<file path="config.mk">
export PLATFORM = sky130hd
export DESIGN_NAME = stage_mem
export DESIGN_NICKNAME = d
export VERILOG_FILES = /design/src/rtl/stage_mem.sv
export SDC_FILE = /design/constraint.sdc
export NUM_CORES = 1
export LEC_CHECK = 0
export ABC_AREA = 1
export BUFFER_PORTS_ARGS = -buffer_cell sky130_fd_sc_hd__buf_2
export CAP_MARGIN = 20
export CORE_AREA = 2 2 123 125
export CTS_CLUSTER_SIZE = 8
export DETAILED_ROUTE_END_ITERATION = 10
export DIE_AREA = 0 0 125 127
export MAX_ROUTING_LAYER = met4
export PLACE_DENSITY = 0.72
export SETUP_SLACK_MARGIN = 0.02
export SLEW_MARGIN = 20
export SYNTH_ARGS = -nofsm -noshare
export SYNTH_HDL_FRONTEND = slang
export SYNTH_SLANG_ARGS = --single-unit
</file>
<file path="constraint.sdc">
create_clock -name clk_i -period 2.5 [get_ports clk_i]
set_input_delay 0.5 -clock clk_i [delete_from_list [all_inputs] [get_ports clk_i]]
set_output_delay 0.5 -clock clk_i [all_outputs]
set_load 0.01 [all_outputs]
</file>
<file path="src/rtl/stage_mem.sv">
// Memory-access stage: req/ack data bus, byte lanes, load extraction.
// Optional MEM_MISALIGN_TRAP_EN: trap misaligned accesses instead of truncating.
module stage_mem #(
   parameter int XLEN = 32
) (
   input  logic            clk_i,
   input  logic            rst_n_i,
   input  logic            MemReq_mi,
   input  logic            MemRW_mi,
   input  logic [2:0]      funct3_mi,
   input  logic            RegWEn_mi,
   input  logic [1:0]      WBSel_mi,
   input  logic [XLEN-1:0] alu_mi,
   input  logic [XLEN-1:0] RegDataB_mi,
   input  logic [4:0]      AddrD_mi,
   input  logic [XLEN-1:0] pc_mi,
   output logic            dmem_req_o,
   output logic            dmem_we_o,
   output logic [XLEN-1:0] dmem_addr_o,
   output logic [XLEN-1:0] dmem_wdata_o,
   output logic [3:0]      dmem_be_o,
   input  logic            dmem_ack_i,
   input  logic [XLEN-1:0] dmem_rdata_i,
   output logic            stall_o,
   output logic            RegWEn_mo,
   output logic [1:0]      WBSel_mo,
   output logic [XLEN-1:0] alu_mo,
   output logic [XLEN-1:0] memdata_mo,
   output logic [4:0]      AddrD_mo,
   output logic [XLEN-1:0] pc_mo
`ifdef MEM_MISALIGN_TRAP_EN
   ,
   output logic            misalign_mo
`endif
);

   typedef enum logic {IDLE, BUSY} state_t;

   state_t state, state_nx;

   logic [1:0]      off;
   logic [1:0]      eoff;
   logic            sz_b;
   logic            sz_h;
   logic            misal;
   logic            legal;
   logic            acc;
   logic            busy;
   logic            sgn;
   logic [XLEN-1:0] rsh;
   logic [XLEN-1:0] ld_data;

   assign off  = alu_mi[1:0];
   assign busy = (state == BUSY);
   assign sgn  = ~funct3_mi[2];

   // Stores only define 000/001; loads also have the unsigned 1xx forms.
   always_comb begin
      sz_b = 1'b0;
      sz_h = 1'b0;
      if (MemRW_mi) begin
         sz_b = (funct3_mi == 3'b000);
         sz_h = (funct3_mi == 3'b001);
      end else begin
         sz_b = (funct3_mi[1:0] == 2'b00);
         sz_h = (funct3_mi[1:0] == 2'b01);
      end
   end

   assign misal = (sz_h & off[0]) | (~sz_b & ~sz_h & (off != 2'b00));

`ifdef MEM_MISALIGN_TRAP_EN
   assign legal = ~misal;
`else
   assign legal = 1'b1;
`endif

   always_comb begin
      eoff = 2'b00;
      if (sz_b)
         eoff = off;
      else if (sz_h)
         eoff = {off[1], 1'b0};
   end

   assign acc = MemReq_mi & legal;

   assign dmem_req_o  = busy | acc;
   assign dmem_we_o   = dmem_req_o & MemRW_mi;
   assign dmem_addr_o = {alu_mi[XLEN-1:2], 2'b00};
   assign stall_o     = acc & ~(busy & dmem_ack_i);

   always_comb begin
      dmem_be_o    = 4'b1111;
      dmem_wdata_o = RegDataB_mi;
      if (MemRW_mi) begin
         if (sz_b) begin
            dmem_be_o    = 4'b0001 << eoff;
            dmem_wdata_o = {4{RegDataB_mi[7:0]}};
         end else if (sz_h) begin
            dmem_be_o    = 4'b0011 << eoff;
            dmem_wdata_o = {2{RegDataB_mi[15:0]}};
         end
      end
   end

   assign rsh = dmem_rdata_i >> {eoff, 3'b000};

   always_comb begin
      ld_data = dmem_rdata_i;
      if (sz_b)
         ld_data = {{24{sgn & rsh[7]}}, rsh[7:0]};
      else if (sz_h)
         ld_data = {{16{sgn & rsh[15]}}, rsh[15:0]};
   end

   always_comb begin
      state_nx = state;
      unique case (state)
         IDLE: if (acc) state_nx = BUSY;
         BUSY: if (dmem_ack_i) state_nx = IDLE;
         default: state_nx = IDLE;
      endcase
   end

   always_ff @(posedge clk_i) begin
      if (!rst_n_i)
         state <= IDLE;
      else
         state <= state_nx;
   end

   always_ff @(posedge clk_i) begin
      if (!rst_n_i) begin
         RegWEn_mo  <= 1'b0;
         WBSel_mo   <= '0;
         alu_mo     <= '0;
         memdata_mo <= '0;
         AddrD_mo   <= '0;
         pc_mo      <= '0;
      end else if (!stall_o) begin
         RegWEn_mo  <= RegWEn_mi & ~(MemReq_mi & ~legal);
         WBSel_mo   <= WBSel_mi;
         alu_mo     <= alu_mi;
         AddrD_mo   <= AddrD_mi;
         pc_mo      <= pc_mi;
         memdata_mo <= (acc & ~MemRW_mi) ? ld_data : '0;
      end else begin
         RegWEn_mo  <= 1'b0;
      end
   end

`ifdef MEM_MISALIGN_TRAP_EN
   // Trap flag lives for exactly the one slot of the faulting instruction.
   always_ff @(posedge clk_i) begin
      if (!rst_n_i)
         misalign_mo <= 1'b0;
      else
         misalign_mo <= ~stall_o & MemReq_mi & misal;
   end
`endif

endmodule
</file>
==> results of run 1 <==
-- metrics by stage --
step / area (um^2) / utilization [%]
CTS: 6819 / 47.28
global placement: 6505 / 45.10
global route: 6819 / 47.28
detailed placement: 6505 / 45.10
finish: 6819 / 47.28
floorplan: 5050 / -
-- synthesized netlist by cell type (all sizes together) --
cell type | instances | share of area [%]
o21ai | 93 | 9.2
nand4 | 4 | 0.50
nand3 | 31 | 3.8
nand2 | 126 | 9.5
conb | 1 | 0.074
a21oi | 38 | 4.0
o22ai | 15 | 1.9
a22oi | 1 | 0.15
nor2 | 157 | 12
or2 | 19 | 2.4
o2111ai | 7 | 1.2
nor3 | 8 | 0.79
clkbuf | 34 | 2.5
dfxtp | 105 | 42
inv | 42 | 3.1
buf | 50 | 7.3
-- power groups by stage --
stage / clock, W / combinational, W / sequential (W)
floorplan: 0 / 0.000419 / 0.00191
global placement: 0 / 0.000810 / 0.00185
detailed placement: 0 / 0.000815 / 0.00186
CTS: 0.00153 / 0.000819 / 0.00182
global route: 0.00158 / 0.000907 / 0.00183
finish: 0.00148 / 0.000818 / 0.00182
-- final cells by class --
class                           count  share of cell area (%)
Clock buffer                        9                   3.303
Inverter                           42                   2.312
Sequential cell                   105                   30.83
Multi-Input combinational cell    501                   33.78
Timing Repair Buffer              330                   25.10
Tap cell                          184                   3.376
Clock inverter                      7                   1.303
-- cells in the final DEF (no fill, tap or decap), types with 2 or more instances in the layout --
| master | n |
|---|---|
| or2_2 | 18 |
| nand3_2 | 5 |
| nor3_1 | 8 |
| a21oi_1 | 37 |
| inv_1 | 37 |
| inv_2 | 5 |
| buf_4 | 12 |
| nor2_2 | 2 |
| inv_6 | 2 |
| nand4_1 | 4 |
| nand3_1 | 25 |
| nand2_1 | 125 |
| clkbuf_16 | 9 |
| o21ai_0 | 93 |
| nor2_4 | 2 |
| buf_12 | 2 |
| o2111ai_1 | 7 |
| buf_2 | 316 |
| dfxtp_1 | 105 |
| conb_1 | 2 |
| nor2_1 | 153 |
| o22ai_1 | 15 |
-- kinds of logic after synthesis --
| group | after synthesis | synth area share (%) |
|---|---|---|
| flip-flops | 105 | 41.66 |
| AND/OR/NAND/NOR | 345 | 28.91 |
| other | 1 | 0.07431 |
| buffers and inverters | 126 | 12.92 |
| AO/OA/AOI/OAI | 154 | 16.44 |
-- sequential cells by signal, summed over array words and instances, names as in the netlist --
signal and cells:
memdata_mo 32, WBSel_mo 2, pc_mo 32, RegWEn_mo 1
alu_mo 32, AddrD_mo 5, busy 1
-- worst min-delay path, stage by stage --
cell and delay, ns:
buf_2 0.09, nand2_1 0.05, nor2_1 0.04
-- worst max-delay path by stage --
stage / start / endpoint / slack [ns] / cells past startpoint
global route: MemRW_mi / dmem_wdata_o[13] / 0.05 / 10
global placement: MemRW_mi / dmem_wdata_o[13] / 0.25 / 10
detailed placement: MemRW_mi / dmem_wdata_o[13] / 0.23 / 10
CTS: MemRW_mi / dmem_wdata_o[13] / 0.22 / 10
finish: MemRW_mi / dmem_wdata_o[13] / 0.18 / 10
floorplan: funct3_mi[1] / dmem_wdata_o[10] / 0.42 / 8
-- metal layers --
layer  routed length (um)  global-route usage (%)  up-vias
met3                 1520                   5.779       19
met1                 7161                   25.68     2596
met4                  249                   5.752        0
li1                     -                       -     2832
met2                 8143                   34.46      250
met5                    0                       -        -
==> impl_metrics.toml, run 1 <==
[floorplan]
pin_count = 319
core_um2 = 14420
start_util_pct = 34.98
die_area_um2 = 15880
die_w_um = 125
fp-row-count = 44
die_h_um = 127

[timing]
fin_hold_ws_ns = 0.3842
fin_ws_ns = 0.1796
max_freq_ghz = 0.4310
setup_viol = 0
period_minus_slack_ns = 2.320
tightest_slew_ns = 0.5746
fin_skew_ns = 0.005278
hold_viol = 0
rsz0062_at_grt = "false"
finalCritPeriodShare_pct = 92.82
relSlewSlack_pct = 61.60
finalMaxSlewViolations = 0
tns_ns = 0

[placed_design]
dp_hpwl_mm = 12.89
dp_cells = 1162
gp_routability_congestion = 0.9583
place_ws_ns = 0.2257
portBuffers = 316

[layout]
multi_input_area_um2 = 2303
fill_cells = 1492
register_area_um2 = 2102
drive_gt1_share_pct = 38.33
diodes = 0
final_cells = 1178
fin_nets = 1133
synthToLayoutAreaGrowth_pct = 35.14

[clock_tree]
cts_tree = "done"
cts_buffers = 9
cts_htree_levels = 3
post_cts_resized = 0
ctsHoldBuffers = 0
clk_latency_ns = 0.35
cts-root-buf = "clkbuf_16"
post-cts-setup-buffers = 0
clk_pin_slew_ns = 0.07
cts_buffer_depth = 2
clock_sinks = 105

[worst_hold_path]
hold_depth = 3
hold_path.class = "primary input to register"
min_from = "RegWEn_mi"
min_to = "RegWEn_mo$_SDFF_PP0_"

[pwr]
sw_frac_of_total_pct = 29.40
report.power.total_w = 0.004112
p_clk_share_pct = 35.9
leakage_nw = 3.573
seq_power_share_pct = 44.2
p_int_w = 0.002903
p_sw_w = 0.001209
p_comb_share_pct = 19.9
ir_worst_vdd_mv = 0.3401
cellPowerDensity_nw_per_um2 = 603.0

[drt]
drtIter0Drc = 357
vias = 5697
first_pass_iters = 5
ant_nets = 0
drc = 0
wire_per_inst_um = 14.49
viasPerCell = 4.836
wirelength_mm = 17.07

[setup_path]
r2r_start = "busy$_SDFF_PN0_"
r2r_slack_ns = 0.89
worst_setup_path_start_kind = "primary input"
endpoint_kind = "output pin"
critPathTopFamily = "buffers and inverters"
crit_chain = "buf_2, nand2_4, nand2_1, nor2_4, inv_1, nor2_2, buf_4, o22ai_1, inv_1, buf_2"
max_stage_delay_ns = 0.25
r2r-end = "memdata_mo[7]$_SDFFE_PN0N_"
critPathBufInv = 5
r2r_cells = 7
worst-setup-path-type = "primary input to output pin"
critPathRequiredTime_ns = 2.00
worst_ep_arrival_time_ns = 1.82
cp_max_fo = 11
slowest_stage = "inv_1"

[yosys]
synth.avg_cell_area_um2 = 6.903
yosys_warnings = 0
syn_inst = 731
synth_seq_area_share_pct = 41.66
syn_area_um2 = 5046
ys_seq_elements = 105
ys_types = 27

[status]
outcome = "complete, no violations"

[grt]
grt_pass1_wl_mm = 26.57
grt_start_max_net_pins = 73
grt_use_total_pct = 21.04
antenna_found_initial = 0
grt-ovfl-total = 0
first_global_vias = 5162

[job]
cap_violations = 0
Power figures use the tool's default switching activity.
==> run 2, diff against run 1 <==
- CORE_AREA: 2 2 123 125 -> 2 2 125 127
- CTS_CLUSTER_SIZE: 8 -> 28
- DIE_AREA: 0 0 125 127 -> 0 0 127 129
- PLACE_DENSITY: 0.72 -> 0.71
==> impl_metrics.toml, run 2 (synthesis results as in run 1) <==
[status]
outcome = "complete, no violations"

[clock_tree]
cts_buffer_depth = 2
post_cts_resized = 0
clk_latency_ns = 0.35
cts_tree = "done"
ctsHoldBuffers = 0
cts-root-buf = "clkbuf_16"
cts_htree_levels = 3
clk_pin_slew_ns = 0.07
clock_sinks = 105
cts_buffers = 9
post-cts-setup-buffers = 0

[grt]
grt_pass1_wl_mm = 26.13
grt_use_total_pct = 20.48
antenna_found_initial = 0
grt-ovfl-total = 0
first_global_vias = 5163
grt_start_max_net_pins = 59

[setup_path]
critPathTopFamily = "buffers and inverters"
critPathRequiredTime_ns = 2.00
worst-setup-path-type = "primary input to output pin"
worst_ep_arrival_time_ns = 1.77
worst_setup_path_start_kind = "primary input"
slowest_stage = "inv_1"
cp_max_fo = 11
endpoint_kind = "output pin"
max_stage_delay_ns = 0.24
critPathBufInv = 5
crit_chain = "buf_2, nand2_4, nand2_1, nor2_4, inv_1, nor2_2, buf_4, o22ai_1, inv_1, buf_2"
r2r_start = "busy$_SDFF_PN0_"
r2r_slack_ns = 0.90
r2r-end = "alu_mo[17]$_SDFFE_PN0N_"
r2r_cells = 7

[floorplan]
fp-row-count = 45
core_um2 = 14980
start_util_pct = 33.69
pin_count = 319
die_area_um2 = 16380
die_w_um = 127
die_h_um = 129

[timing]
setup_viol = 0
hold_viol = 0
period_minus_slack_ns = 2.274
tightest_slew_ns = 0.6347
fin_skew_ns = 0.007903
finalCritPeriodShare_pct = 90.96
fin_hold_ws_ns = 0.3844
relSlewSlack_pct = 57.59
rsz0062_at_grt = "false"
finalMaxSlewViolations = 0
tns_ns = 0
max_freq_ghz = 0.4397

[layout]
final_common_cell = "buf_2"
reg_top3 = "alu_mo x32, memdata_mo x32, pc_mo x32"
layout_common_cells = "buf_2 (316), nor2_1 (153), nand2_1 (125)"
synthToLayoutAreaGrowth_pct = 34.69
fill_cells = 1568
register_area_um2 = 2102
fin_util_pct = 45.38
multi_input_area_um2 = 2303
drive_gt1_share_pct = 38.17
fin_nets = 1132

[placed_design]
portBuffers = 316
dp_hpwl_mm = 12.88
gp_routability_congestion = 1.016

[drt]
drc = 0
drtIter0Drc = 375
vias = 5747
wire_per_inst_um = 14.29
ant_nets = 0
first_pass_iters = 5
wirelength_mm = 16.89
viasPerCell = 4.862

[pwr]
report.power.total_w = 0.004022
cellPowerDensity_nw_per_um2 = 591.8
leakage_nw = 3.555
ir_worst_vdd_mv = 0.4013

[worst_hold_path]
min_from = "RegWEn_mi"
hold_depth = 3
hold_path.class = "primary input to register"
min_to = "RegWEn_mo$_SDFF_PP0_"

[job]
cap_violations = 0
-- run 2: cell count changes in the layout (fill, tap and decap cells not counted) --
cell and delta:
buf_4 -1, bufinv_16 -1, clkbuf_1 +1, clkinv_2 -1
clkinv_4 +1, diode_2 +1
-- run 2: per-stage QoR --
stage / worst slack, ns / cells / instance area (um^2)
final: 0.2259 / 1182 / 6797
after global routing: 0.09924 / 1181 / 6794
after CTS: 0.2205 / 1181 / 6794
after detailed placement: 0.2301 / 1165 / 6502
after global placement: 0.2565 / 1165 / 6502
after floorplan: 0.4242 / 732 / 5050
-- run 2: power breakdown --
part	total (W)	leakage [nW]	internal [W]	switching, W
registers	0.00182	0.866	0.00177	0.0000439
clock network	0.00139	0.142	0.000703	0.000685
logic	0.000818	2.55	0.000331	0.000486
total	0.00402	3.55	0.00281	0.00122
-- run 2: worst max path at each step --
stage	start	endpoint	slack, ns	cells past startpoint
final	MemRW_mi	dmem_wdata_o[11]	0.23	10
after global routing	MemRW_mi	dmem_wdata_o[27]	0.1	10
after CTS	MemRW_mi	dmem_wdata_o[11]	0.22	10
after detailed placement	MemRW_mi	dmem_wdata_o[11]	0.23	10
after global placement	MemRW_mi	dmem_wdata_o[10]	0.26	10
after floorplan	funct3_mi[1]	dmem_wdata_o[10]	0.42	8
-- run 2: final cells by class --
class / count / share of cell area (%)
multi-input cells: 501 / 33.89
flip-flops and latches: 105 / 30.93
repair buffers: 329 / 25.07
well taps: 188 / 3.461
clock buffers: 10 / 3.369
inverters: 42 / 2.320
clock inverters: 6 / 0.9205
diodes: 1 / 0.03682
-- run 2: metal layers --
metal	track usage, %	part of all wire [%]	up-vias
li1	-	-	2832
met1	24.89	42	2638
met2	32.45	47	250
met3	6.570	9.2	27
met4	6.464	2.0	0
met5	-	0	-
-- run 2: tightest hold or removal path, stage by stage --
cell	delay, ns
buf_2	0.10
nand2_1	0.05
nor2_1	0.04
==> run 3, diff against run 2 <==
- CORE_AREA: 2 2 125 127 -> 2 2 122 124
- CTS_BUF_LIST: not set -> sky130_fd_sc_hd__clkbuf_8
- DIE_AREA: 0 0 127 129 -> 0 0 124 126
- PLACE_DENSITY: 0.71 -> 0.73
==> impl_metrics.toml, run 3 (synthesis results as in run 1) <==
[timing]
setup_viol = 0
relSlewSlack_pct = 58.72
tns_ns = 0
period_minus_slack_ns = 2.347
finalMaxSlewViolations = 0
tightest_slew_ns = 0.6186
rsz0062_at_grt = "false"
fin_skew_ns = 0.009882
hold_viol = 0
fin_hold_ws_ns = 0.3516
finalCritPeriodShare_pct = 93.86
max_freq_ghz = 0.4261

[floorplan]
pin_count = 319
start_util_pct = 35.25
die_h_um = 126
core_um2 = 14310
die_w_um = 124
die_area_um2 = 15620
fp-row-count = 44

[placed_design]
dp_hpwl_mm = 12.73
gp_routability_congestion = 0.9551
portBuffers = 316

[grt]
grt_use_total_pct = 21.01
grt_start_max_net_pins = 75
grt-ovfl-total = 0
first_global_vias = 4972
antenna_found_initial = 0
grt_pass1_wl_mm = 25.09

[worst_hold_path]
hold_depth = 3
min_to = "RegWEn_mo$_SDFF_PP0_"
hold_path.class = "primary input to register"
min_from = "RegWEn_mi"

[clock_tree]
cts-root-buf = "clkbuf_8"
clock_sinks = 105
clk_pin_slew_ns = 0.10
cts_htree_levels = 3
clk_latency_ns = 0.39
cts_buffer_depth = 2
cts_tree = "done"
cts_buffers = 9

[layout]
synthToLayoutAreaGrowth_pct = 32.41
fin_nets = 1134
reg_top3 = "alu_mo x32, memdata_mo x32, pc_mo x32"
drive_gt1_share_pct = 38.29
diodes = 0
layout_common_cells = "buf_2 (316), nor2_1 (153), nand2_1 (125)"
fill_cells = 1489
final_common_cell = "buf_2"

[setup_path]
slowest_stage = "or2_2"
critPathTopFamily = "simple AND/OR/NAND/NOR gates"
max_stage_delay_ns = 0.33
r2r_cells = 6
critPathBufInv = 4
r2r_start = "busy$_SDFF_PN0_"
worst_ep_arrival_time_ns = 1.85
r2r-end = "pc_mo[4]$_SDFFE_PN0N_"
endpoint_kind = "output pin"
worst_setup_path_start_kind = "primary input"
crit_chain = "buf_2, nand2_4, nand2_1, nor2_4, inv_1, or2_2, o22ai_1, inv_1, buf_2"
r2r_slack_ns = 1.00
cp_max_fo = 11
critPathRequiredTime_ns = 2.00
worst-setup-path-type = "primary input to output pin"

[pwr]
ir_worst_vdd_mv = 0.2080
leakage_nw = 3.508
cellPowerDensity_nw_per_um2 = 544.8

[drt]
vias = 5669
wire_per_inst_um = 14.31
first_pass_iters = 5
drtIter0Drc = 265
wirelength_mm = 16.88
drc = 0
viasPerCell = 4.808
ant_nets = 0

[status]
outcome = "complete, no violations"

[job]
cap_violations = 0
run 3: cell count changes in the layout (fill, tap and decap cells not counted), moves of 2 or more:
cell / delta
buf_4: +3
clkbuf_16: -9
clkbuf_8: +9
clkinv_4: -2
clkinvlp_4: +2
run 3: how the worst max path moves through the flow:
| stage | cells past startpoint | to | slack [ns] | start |
|---|---|---|---|---|
| floorplan | 8 | dmem_wdata_o[10] | 0.42 | funct3_mi[1] |
| global placement | 10 | dmem_wdata_o[24] | 0.20 | MemRW_mi |
| detailed placement | 10 | dmem_wdata_o[30] | 0.19 | MemRW_mi |
| CTS | 10 | dmem_wdata_o[30] | 0.18 | MemRW_mi |
| global route | 10 | dmem_wdata_o[29] | 0.08 | MemRW_mi |
| finish | 9 | dmem_wdata_o[8] | 0.15 | MemRW_mi |
run 3: area by class of cell:
class                           count  area, um^2  share of cell area [%]
Multi-Input combinational cell    501        2308                   34.55
Timing Repair Buffer              331        1707                   25.54
Clock inverter                      7       52.55                  0.7865
Tap cell                          184       230.2                   3.446
Inverter                           42       157.7                   2.360
Clock buffer                        9       123.9                   1.854
Sequential cell                   105        2102                   31.46
run 3: power breakdown:
| part | internal, W | switching [W] |
|---|---|---|
| clock | 0.000371 | 0.000634 |
| sequential | 0.00177 | 0.0000439 |
| combinational | 0.000331 | 0.000488 |
run 3: worst min-delay path, stage by stage:
cell	delay, ns
buf_2	0.11
nand2_1	0.06
nor2_1	0.04
run 3: per-stage QoR:
stage / utilization (%) / total power (W) / std cells / instance area, um^2 / setup WS (ns)
2_1_floorplan: - / 0.002324 / 732 / 5050 / 0.4242
3_3_place_gp: 45.41 / 0.002661 / 1163 / 6500 / 0.2028
3_5_place_dp: 45.41 / 0.002670 / 1163 / 6500 / 0.1932
4_1_cts: 46.64 / 0.003674 / 1179 / 6676 / 0.1792
5_1_grt: 46.68 / 0.003852 / 1179 / 6681 / 0.07938
6_report: 46.68 / 0.003640 / 1179 / 6681 / 0.1534
run 3: metal layers:
layer	GRT usage (%)	wire length [um]
met1	25.34	7083
met2	32.19	7631
met3	6.703	1694
met4	8.790	466
met5	-	0
run 3: what timing repair did:
item,in CTS,in global routing
hold buffers,0,0
setup endpoints to repair,0,1
setup buffers,0,0
resized for setup,0,1
